--- config.mk ---
export PLATFORM = sky130hd
export DESIGN_NAME = wb_port_arbiter_flat
export DESIGN_NICKNAME = d
export VERILOG_FILES = /design/src/rtl/wb_pkg.sv /design/src/rtl/wb_port_arbiter_if.sv /design/src/rtl/wb_fifo.sv /design/src/rtl/wb_port_arbiter.sv /design/src/flat_wrapper.sv
export SDC_FILE = /design/constraint.sdc
export NUM_CORES = 1
export LEC_CHECK = 0
export BUFFER_PORTS_ARGS = -buffer_cell sky130_fd_sc_hd__buf_4
export CAP_MARGIN = 40
export CORE_ASPECT_RATIO = 0.8
export CORE_MARGIN = 2
export CORE_UTILIZATION = 50
export CTS_BUF_LIST = sky130_fd_sc_hd__clkbuf_4
export CTS_CLUSTER_SIZE = 25
export DETAILED_ROUTE_END_ITERATION = 7
export GPL_ROUTABILITY_DRIVEN = 0
export PLACE_DENSITY = 0.82
export RECOVER_POWER = 25
export SLEW_MARGIN = 30
export SYNTH_ARGS = -nofsm -noshare
export SYNTH_HDL_FRONTEND = slang
export SYNTH_HIERARCHICAL = 1
export SYNTH_SLANG_ARGS = --single-unit
--- constraint.sdc ---
create_clock -name clk -period 6.4 [get_ports clk]
set_input_delay 0.64 -clock clk [delete_from_list [all_inputs] [get_ports clk]]
set_output_delay 0.64 -clock clk [all_outputs]
set_load 0.005 [all_outputs]
--- src/rtl/wb_pkg.sv ---
// Shared types for the register-file write-port arbiter: request payload and grant source.
package wb_pkg;

   localparam int unsigned DataWidth    = 32;
   localparam int unsigned RegAddrWidth = 5;

   typedef struct packed {
      logic [RegAddrWidth-1:0] rd;
      logic [DataWidth-1:0]    data;
   } wb_req_t;

   typedef enum logic [1:0] {
      WB_NONE   = 2'd0,
      WB_LOAD   = 2'd1,
      WB_BUF    = 2'd2,
      WB_BYPASS = 2'd3
   } wb_src_e;

endpackage

--- src/rtl/wb_port_arbiter_if.sv ---
// Pipeline/load request inputs and register-file write outputs of the write-port arbiter.
interface wb_port_arbiter_if
   import wb_pkg::*;
#(
   parameter int unsigned Depth = 2
) ();

   localparam int unsigned CntWidth = $clog2(Depth) + 1;

   logic                    ex_valid;
   logic                    ex_ready;
   logic [RegAddrWidth-1:0] ex_rd;
   logic [DataWidth-1:0]    ex_data;
   logic                    ld_valid;
   logic [RegAddrWidth-1:0] ld_rd;
   logic [DataWidth-1:0]    ld_data;
   logic                    rf_we;
   logic [RegAddrWidth-1:0] rf_waddr;
   logic [DataWidth-1:0]    rf_wdata;
   logic [CntWidth-1:0]     ex_pending;

   modport master (
      output ex_valid, ex_rd, ex_data, ld_valid, ld_rd, ld_data,
      input  ex_ready, rf_we, rf_waddr, rf_wdata, ex_pending
   );

   modport slave (
      input  ex_valid, ex_rd, ex_data, ld_valid, ld_rd, ld_data,
      output ex_ready, rf_we, rf_waddr, rf_wdata, ex_pending
   );

endinterface

--- src/rtl/wb_fifo.sv ---
// In-order buffer of pending pipeline results; pointers carry one wrap bit so
// occupancy is a plain modulo-2*Depth subtraction.
module wb_fifo
   import wb_pkg::*;
#(
   parameter  int unsigned Depth     = 2,
   localparam int unsigned AddrWidth = $clog2(Depth),
   localparam int unsigned CntWidth  = AddrWidth + 1
) (
   input  logic                clk,
   input  logic                rst_n,
   input  logic                i_push,
   input  wb_req_t             i_push_data,
   input  logic                i_pop,
   output wb_req_t             o_head_c,
   output logic                o_full_c,
   output logic                o_empty_c,
   output logic [CntWidth-1:0] o_count_c
);

   logic [CntWidth-1:0] r_wr_ptr;
   logic [CntWidth-1:0] r_rd_ptr;
   wb_req_t             r_mem [Depth];

   always_ff @(posedge clk or negedge rst_n) begin
      if (!rst_n) begin
         r_wr_ptr <= '0;
         r_rd_ptr <= '0;
      end else begin
         if (i_push) r_wr_ptr <= r_wr_ptr + CntWidth'(1);
         if (i_pop)  r_rd_ptr <= r_rd_ptr + CntWidth'(1);
      end
   end

   // Payload storage needs no reset; validity is tracked by the pointers.
   always_ff @(posedge clk) begin
      if (i_push) r_mem[r_wr_ptr[AddrWidth-1:0]] <= i_push_data;
   end

   assign o_head_c  = r_mem[r_rd_ptr[AddrWidth-1:0]];
   assign o_count_c = r_wr_ptr - r_rd_ptr;
   assign o_empty_c = (r_wr_ptr == r_rd_ptr);
   assign o_full_c  = (r_wr_ptr[AddrWidth] != r_rd_ptr[AddrWidth]) &&
                      (r_wr_ptr[AddrWidth-1:0] == r_rd_ptr[AddrWidth-1:0]);

endmodule

--- src/rtl/wb_port_arbiter.sv ---
// Shares the register-file write port: loads always win, pipeline results are
// buffered in order (or bypassed when idle) and written one cycle after grant.
module wb_port_arbiter
   import wb_pkg::*;
#(
   parameter int unsigned Depth = 2
) (
   input logic              clk,
   input logic              rst_n,
   wb_port_arbiter_if.slave bus
);

   localparam int unsigned CntWidth = $clog2(Depth) + 1;

   logic                    w_full;
   logic                    w_empty;
   logic                    w_push;
   logic                    w_fifo_push;
   logic                    w_pop;
   logic [CntWidth-1:0]     w_count;
   wb_req_t                 w_ex_req;
   wb_req_t                 w_ld_req;
   wb_req_t                 w_head;
   wb_req_t                 w_sel;
   wb_src_e                 w_src;

   logic                    r_we;
   logic [RegAddrWidth-1:0] r_waddr;
   logic [DataWidth-1:0]    r_wdata;

   assign w_ex_req = '{rd: bus.ex_rd, data: bus.ex_data};
   assign w_ld_req = '{rd: bus.ld_rd, data: bus.ld_data};
   assign w_push   = bus.ex_valid && !w_full;

   // Fixed-priority grant: load, then buffer head, then bypass of a fresh push.
   always_comb begin
      w_src = WB_NONE;
      w_sel = '0;
      if (bus.ld_valid) begin
         w_src = WB_LOAD;
         w_sel = w_ld_req;
      end else if (!w_empty) begin
         w_src = WB_BUF;
         w_sel = w_head;
      end else if (w_push) begin
         w_src = WB_BYPASS;
         w_sel = w_ex_req;
      end
   end

   assign w_fifo_push = w_push && (w_src != WB_BYPASS);
   assign w_pop       = (w_src == WB_BUF);

   wb_fifo #(
      .Depth (Depth)
   ) u_fifo (
      .clk         (clk),
      .rst_n       (rst_n),
      .i_push      (w_fifo_push),
      .i_push_data (w_ex_req),
      .i_pop       (w_pop),
      .o_head_c    (w_head),
      .o_full_c    (w_full),
      .o_empty_c   (w_empty),
      .o_count_c   (w_count)
   );

   // Registered write; x0 requests are consumed but never enable the write.
   always_ff @(posedge clk or negedge rst_n) begin
      if (!rst_n) begin
         r_we    <= 1'b0;
         r_waddr <= '0;
         r_wdata <= '0;
      end else begin
         r_we    <= (w_src != WB_NONE) && (w_sel.rd != '0);
         r_waddr <= w_sel.rd;
         r_wdata <= w_sel.data;
      end
   end

   assign bus.rf_we      = r_we;
   assign bus.rf_waddr   = r_waddr;
   assign bus.rf_wdata   = r_wdata;
   assign bus.ex_ready   = !w_full;
   assign bus.ex_pending = w_count;

endmodule

--- src/flat_wrapper.sv ---
// flat-port wrapper written by rule: the top's interface ports become plain ports
module wb_port_arbiter_flat import wb_pkg::*;
#(
   parameter int unsigned Depth = 2
)
  (clk, rst_n, bus_ex_valid, bus_ex_rd, bus_ex_data, bus_ld_valid, bus_ld_rd, bus_ld_data, bus_ex_ready, bus_rf_we, bus_rf_waddr, bus_rf_wdata, bus_ex_pending);
  wb_port_arbiter_if #(.Depth(Depth)) bus_i ();
  input logic clk;
  input logic rst_n;
  input wire logic [$bits(bus_i.ex_valid)-1:0] bus_ex_valid;
  input wire logic [$bits(bus_i.ex_rd)-1:0] bus_ex_rd;
  input wire logic [$bits(bus_i.ex_data)-1:0] bus_ex_data;
  input wire logic [$bits(bus_i.ld_valid)-1:0] bus_ld_valid;
  input wire logic [$bits(bus_i.ld_rd)-1:0] bus_ld_rd;
  input wire logic [$bits(bus_i.ld_data)-1:0] bus_ld_data;
  output wire logic [$bits(bus_i.ex_ready)-1:0] bus_ex_ready;
  output wire logic [$bits(bus_i.rf_we)-1:0] bus_rf_we;
  output wire logic [$bits(bus_i.rf_waddr)-1:0] bus_rf_waddr;
  output wire logic [$bits(bus_i.rf_wdata)-1:0] bus_rf_wdata;
  output wire logic [$bits(bus_i.ex_pending)-1:0] bus_ex_pending;
  assign bus_i.ex_valid = bus_ex_valid;
  assign bus_i.ex_rd = bus_ex_rd;
  assign bus_i.ex_data = bus_ex_data;
  assign bus_i.ld_valid = bus_ld_valid;
  assign bus_i.ld_rd = bus_ld_rd;
  assign bus_i.ld_data = bus_ld_data;
  assign bus_ex_ready = bus_i.ex_ready;
  assign bus_rf_we = bus_i.rf_we;
  assign bus_rf_waddr = bus_i.rf_waddr;
  assign bus_rf_wdata = bus_i.rf_wdata;
  assign bus_ex_pending = bus_i.ex_pending;
  wb_port_arbiter #(.Depth(Depth)) u_core (.clk(clk), .rst_n(rst_n), .bus(bus_i));
endmodule
# Word level (Yosys, flattened, before mapping)
# Memories as Yosys holds them, arrays and structs flattened.
# Cells that the tools add are included.
# Widths: inputs -> output; s select.
# word_totals
register_bits,42
ram_bits,74
inputBits,78
output_inout_bits,41
n_memories,1
# classes
add_sub_neg,3
eq_ne,5
n_mux,8
reduce_logical,7
# memory_table
name,depth,width,read_ports,rd_clocked_by_memory_dff,write_ports,line,text
u_core.u_fifo.r_mem,2,37,1,0,1,wb_fifo.sv:23,wb_req_t r_mem [Depth];
# op_table
operator,count
$mux 37,3
$mux 2,3
$reduce_bool 5->1,1
$add 2x1->2 const B,2
$logic_and 1x1->1,4
$eq 2x2->1,1
$eq 2x2->1 const B,1
$mux 1,2
$ne 2x2->1 const B,1
$reduce_bool 2->1,1
$sub 2x2->2,1
$eq 1x1->1,1
$logic_not 1->1,1
$ne 1x1->1,1

# Logic depth before layout (Yosys ltp)
# Gate-level depths: netlist of run 1.
# logic_depth
ltp_word,11
mapped_depth,9

# Cells and area by module
# The synthesis of run 1 kept the hierarchy.
# modules_own_cells
mod,instances,cells_each,area_per_inst_um2
wb_fifo,1,133,2916.5
wb_port_arbiter,1,130,1546.5

# Worst setup path before layout of run 1
# Ideal clock, no wire load.
# synth_timing
kind,input to register
startpoint,input port bus_ld_valid
endpoint,"memory u_core/u_fifo/r_mem[0][0] (netlist bit), enable pin"
setup_ns,0.436
t_arrival_ns,2.880
path_slack_ns,3.084
path_stages,4
path_buffers,1
cell_sequence,clkbuf_1 nand2b_1 and3_1 nor2b_1
# synth_between
elab_chain_cells,5
# synth_rtl
element,line,text
from (decl),flat_wrapper.sv:13,input wire logic [$bits(bus_i.ld_valid)-1:0] bus_ld_valid;
$mux 2,wb_port_arbiter.sv:39,if (bus.ld_valid) begin
$ne 2x2->1,wb_port_arbiter.sv:51,assign w_fifo_push = w_push && (w_src != WB_BYPASS);
$logic_and 1x1->1,wb_port_arbiter.sv:51,
net u_core.w_fifo_push,wb_port_arbiter.sv:18,logic w_fifo_push;
$mux 1,wb_fifo.sv:37,if (i_push) r_mem[r_wr_ptr[AddrWidth-1:0]] <= i_push_data;
$mux 1 (not written as such),wb_fifo.sv:37,
to (decl),wb_fifo.sv:23,
# The timed path passes the listed nets, and every way through them passes these cells.

==> results.cfg, run 1 <==
[grt]
antenna_found_initial = 0
grt_pass1_wl_mm = 14.1
first_global_vias = 2815
grt_max_degree = 43
overflow = 0
grt_usage_pct = 20.1

[power]
p_sw_mw = 0.837
p_leak_nw = 2.43
p_total_mw = 2.77
ir_drop_mv = 0.587
power_frac_seq_pct = 43.6
p_int_mw = 1.93
p_clk_share_pct = 21.5
power_frac_comb_pct = 34.9
power.density_nw_per_um2 = 480
p_sw_share_pct = 30.2

[floorplanning]
io_pins = 119
row_count = 30
die_area_um2 = 9700
dieHeight_um = 88.5
dieWidth_um = 110
coreArea_um2 = 8560
start_util_pct = 52.1

[synthesis]
ys_seq_elements = 116
synth_cell_type_count = 24
avgSynthCellArea_um2 = 17.0
synth_top_family_by_area = multiplexers
synth_top_area_cell = edfxtp_1
synth_fa_ha_area_share_pct = 0.280
muxShareOfSynthArea_pct = 10.2
synth_compound_area_share_pct = 8.30
synthesis.nets = 342
synth_top_area_share_pct = 49.8
synthCells = 263
synth_xor_area_share_pct = 1.18
synth_seq_area_share_pct = 73.3
syn_area_um2 = 4460
yosys.area_share.simple_pct = 1.60
synth_area_leaders = edfxtp_1, dfrtp_1, a222oi_1
yosys_warnings = 6

[detailed_routing]
drt-total-wl_mm = 9.20
antenna_left = 0
avgRoutedWirePerCell_um = 17.9
vias = 2825
viasPerCell = 5.49
drtPass1Iterations = 8
post-route-drc-count = 10
drtIter0Drc = 227

[outcome]
violations = design-rule violations
run_status = finished with violations

[timing]
setup_ws_ps = 3450
final-max-slew-violation-count = 0
fin_crit_sh_pct = 46.0
hold_viol = 0
max_freq_mhz = 340
timing.slew.headroom_pct = 62.1
skew_ps = 24.1
worst_pin_slew_ps = 568
setup_viol = 0
rsz0062_at_grt = no
final.min_clock_period_ps = 2950
hold_ws_ps = 111
tns_ps = 0

[place]
dp_hpwl_mm = 6.03
pre_cts_ws_ps = 3460
io_buffers = 118

[layout]
mostFrequentLayoutCell = buf_4
final_util_pct = 67.4
final_nets = 469
most-common-layout-cells = buf_4, edfxtp_1, dfrtp_1
syn2layout_area_growth_pct = 29.2
layout.area.seq_um2 = 3270
layout-drive-gt1-share_pct = 40.7
multi_input_area_um2 = 992
n_antenna_cell = 0
n_fill_cell = 640

[worst_setup_path]
worst_ep_arrival_time_ps = 3320
cp-start-kind = flop
crit_path_max_fanout = 37
worstPathRequired_ps = 6770
critPathKind = reg2reg
crit_path_end_kind = flop

[clock_network]
root_buffer = clkbuf_4
cts_setup_buffers = 0
path_clk_slew_ps = 130
clk_latency_ps = 500
holdBufCountCts = 0
cts.path.max_buffers = 2
post_cts_resized = 0
cts.htree.levels = 4
clock-sinks = 116
numCtsBuffers = 17
cts_tree = yes

[flow_run]
drv_cap = 0

[min_path]
hold_path.class = in2async
logic make-up after synthesis:
family,after synthesis
AND/OR/NAND/NOR,12
buffers and inverters,54
adder cells (fa/ha/maj),1
multiplexers,37
AO/OA/AOI/OAI,37
XOR/XNOR,6
flip-flops,116
layout make-up:
| type | instances | area share (%) |
|---|---|---|
| well taps | 112 | 2.43 |
| repair buffers | 123 | 15.2 |
| multi-input cells | 93 | 17.2 |
| clock inverters | 15 | 3.60 |
| flip-flops and latches | 116 | 56.8 |
| clock buffers | 17 | 2.21 |
| inverters | 39 | 2.54 |
critical path, stage by stage, from the launching register on:
cell and delay [ps]:
dfrtp_2 710, buf_16 250, ha_1 260, and2_1 210
nor4bb_4 180, buf_4 290, a222oi_1 310, inv_1 100
or4_1 500
routing by layer:
metal	GRT usage, %	up-vias	share of wire (%)
met2	31.8	148	50
met1	26.0	1393	39
li1	-	1278	-
met4	7.02	0	0.39
met3	7.44	6	10
met5	0	-	0
state kept, by name, summed over array words and instances (netlist names):
name / count
u_core/bus.rf_waddr: 5
u_core/bus.rf_wdata: 32
u_core/bus.rf_we: 1
u_core/u_fifo/r_mem: 74
u_core/u_fifo/r_rd_ptr: 2
u_core/u_fifo/r_wr_ptr: 2
per-stage QoR:
| stage | std cells | area (µm²) |
|---|---|---|
| 6_report | 515 | 5770 |
| 3_5_place_dp | 482 | 5530 |
| 2_1_floorplan | 263 | 4460 |
| 5_1_grt | 515 | 5770 |
| 4_1_cts | 514 | 5860 |
| 3_3_place_gp | 479 | 5450 |
synthesized netlist by cell type, drive strengths merged:
| master | count |
|---|---|
| nor2b | 1 |
| xor2 | 3 |
| nor3b | 1 |
| nor4bb | 1 |
| ha | 1 |
| edfxtp | 74 |
| and3 | 1 |
| clkbuf | 9 |
| nand2b | 1 |
| xnor2 | 3 |
| or4 | 1 |
| a221o | 1 |
| and2 | 2 |
| nand2 | 2 |
| inv | 39 |
| nor2 | 2 |
| dfrtp | 42 |
| mux2 | 37 |
| a222oi | 36 |
| buf | 6 |
power groups by stage:
stage / Sequential, mW / Combinational [mW] / Clock (mW)
3_5_place_dp: 1.23 / 0.947 / 0
4_1_cts: 1.21 / 0.956 / 0.608
3_3_place_gp: 1.24 / 0.835 / 0
2_1_floorplan: 1.20 / 0.528 / 0
6_report: 1.21 / 0.965 / 0.595
5_1_grt: 1.23 / 1.04 / 0.646
worst paths after layout:
path	start	endpoint	slack, ps	cells past startpoint
worst max-delay path	u_core/u_fifo/r_rd_ptr[0]	u_core/bus.rf_we	3450	8
worst min-delay path	rst_n	u_core/bus.rf_wdata[13]	110	1
worst max register to register	u_core/u_fifo/r_rd_ptr[0]	u_core/bus.rf_we	3450	8
worst min register to register	u_core/u_fifo/r_wr_ptr[1]	u_core/u_fifo/r_wr_ptr[1]	500	1
max in group asynchronous	rst_n	u_core/u_fifo/r_rd_ptr[0]	5860	1
min in group clk	bus_ex_data[9]	u_core/u_fifo/r_mem[0][9]	350	1
Power figures use the tool's default switching activity.
==> run 2: changes to the inputs <==
==> constraint.sdc (replaced) <==
create_clock -name clk -period 2.85 [get_ports clk]
set_input_delay 0.285 -clock clk [delete_from_list [all_inputs] [get_ports clk]]
set_output_delay 0.285 -clock clk [all_outputs]
set_load 0.005 [all_outputs]
==> run 2 against run 1 <==
Non-clock buffer count up 46; flip-flop and latch count unchanged; the run now ends clean; critical endpoint is now u_core/bus.rf_wdata[22]; routed wire length up 10%; final area up 6.1%; core utilization up 4.1 points; total power up 120%; register-to-register slack worse by 3100 ps; clock-buffer cell count unchanged; global-route usage up 1.9 points; critical path depth unchanged; combinational power up 130%; first-iteration DRC count up 35%; highest routed layer unchanged.
==> results.cfg, run 2 (synthesis gave the netlist of run 1 again) <==
[min_path]
hold_path.class = in2reg
min_from = bus_ld_data[4]
holdPathStages = 3
worstHoldEndpoint = u_core/bus.rf_wdata[4]

[layout]
mostFrequentLayoutCell = buf_4
final_util_pct = 71.5
most-common-layout-cells = buf_4, edfxtp_1, dlygate4sd3_1
layout.area.seq_um2 = 3270
n_antenna_cell = 0
multi_input_area_um2 = 992
largest_register_ffs = 74
layout-drive-gt1-share_pct = 36.7
n_fill_cell = 589
syn2layout_area_growth_pct = 37.1
final_nets = 515

[detailed_routing]
antenna_left = 0
post-route-drc-count = 0
drt-total-wl_mm = 10.1
viasPerCell = 5.41
avgRoutedWirePerCell_um = 18.1
drtIter0Drc = 306
vias = 3036
drtPass1Iterations = 8

[clock_network]
root_buffer = clkbuf_4
path_clk_slew_ps = 110
clock-sinks = 116
cts.path.max_buffers = 2
cts_tree = yes
clk_latency_ps = 490
cts.htree.levels = 4
holdBufCountCts = 43
numCtsBuffers = 17
cts_setup_buffers = 0
post_cts_resized = 0

[worst_setup_path]
crit_path_max_fanout = 15
worst_ep_arrival_time_ps = 2920
crit_path_end_kind = flop
worstPathRequired_ps = 3270
worstReg2RegEnd = u_core/bus.rf_wdata[22]
critPathKind = reg2reg
cp-start-kind = flop
r2r_start = u_core/u_fifo/r_wr_ptr[0]
r2r_slack_ps = 350
r2r_cells = 8

[timing]
setup_ws_ps = 348
tns_ps = 0
timing.slew.headroom_pct = 50.2
fin_crit_sh_pct = 87.8
setup_viol = 0
max_freq_mhz = 400
rsz0062_at_grt = no
final.min_clock_period_ps = 2500
final-max-slew-violation-count = 0
skew_ps = 17.6
worst_pin_slew_ps = 746
hold_viol = 0

[power]
p_leak_nw = 2.61
ir_drop_mv = 0.593
power.density_nw_per_um2 = 992

[grt]
grt_pass1_wl_mm = 15.6
first_global_vias = 3252
overflow = 0
grt_max_degree = 43
grt_usage_pct = 22.0
antenna_found_initial = 0

[flow_run]
drv_cap = 0

[floorplanning]
start_util_pct = 52.1
die_area_um2 = 9700
dieHeight_um = 88.5
io_pins = 119
row_count = 30
coreArea_um2 = 8560
dieWidth_um = 110

[outcome]
run_status = completed

[place]
dp_hpwl_mm = 6.10
pre_cts_ws_ps = 385
io_buffers = 118
[run 2: cell count changes in the layout (fill, tap and decap cells not counted)]
| cell | delta |
|---|---|
| buf_4 | +3 |
| buf_6 | +1 |
| clkinv_4 | -1 |
| buf_16 | -4 |
| clkinv_1 | +2 |
| clkinv_2 | +5 |
| clkinvlp_4 | -5 |
| buf_12 | +1 |
| clkbuf_4 | +2 |
| bufinv_16 | -1 |
| clkbuf_1 | -1 |
| dlygate4sd3_1 | +44 |
[run 2: final cells by class]
| cell class | count | share of cell area (%) |
|---|---|---|
| clock buffer | 17 | 2.09 |
| multi-input combinational | 93 | 16.2 |
| tap | 112 | 2.29 |
| inverter | 39 | 2.39 |
| timing repair buffer | 169 | 20.8 |
| sequential | 116 | 53.5 |
| clock inverter | 15 | 2.68 |
[run 2: per-stage QoR]
| step | instances | cell area, µm² | total power [mW] | hold WS (ps) |
|---|---|---|---|---|
| 3_5_place_dp | 485 | 5510 | 4.86 | 327 |
| 6_report | 561 | 6120 | 6.07 | 37.1 |
| 4_1_cts | 560 | 6230 | 6.12 | 0.165 |
| 3_3_place_gp | 484 | 5500 | 4.78 | 322 |
| 5_1_grt | 561 | 6120 | 6.41 | 2.48 |
| 2_1_floorplan | 263 | 4470 | 3.88 | -10.6 |
[run 2: layer usage]
metal / up-vias / routed length, µm / GRT usage, %
li1: 1365 / - / -
met1: 1497 / 3870 / 26.0
met2: 158 / 5250 / 38.4
met3: 16 / 874 / 7.44
met4: 0 / 143 / 6.90
met5: - / 0 / 0
[run 2: worst max path at each step]
stage                                   start                         to  slack [ps]  cells past startpoint
floorplan           u_core/u_fifo/r_wr_ptr[0]  u_core/u_fifo/r_mem[0][0]         290                      6
global route        u_core/u_fifo/r_wr_ptr[0]     u_core/bus.rf_wdata[1]         220                      8
CTS                 u_core/u_fifo/r_wr_ptr[0]     u_core/bus.rf_wdata[5]         380                      8
finish              u_core/u_fifo/r_wr_ptr[0]    u_core/bus.rf_wdata[22]         350                      8
detailed placement  u_core/u_fifo/r_wr_ptr[0]     u_core/bus.rf_wdata[5]         380                      8
global placement    u_core/u_fifo/r_wr_ptr[0]    u_core/bus.rf_wdata[26]         260                      7
[run 2: worst max-delay path: stages (launching register included)]
cell      delay [ps]
dfrtp_1          450
inv_1             70
ha_1             290
and2_1           250
nor4bb_4         660
buf_6            250
buf_4            240
a222oi_1         130
inv_1            100
[run 2: power by group]
part,total [mW],internal [mW],switching [mW]
clock,1.22,0.600,0.616
combinational,2.21,1.11,1.09
sequential,2.65,2.48,0.172
total,6.07,4.19,1.88
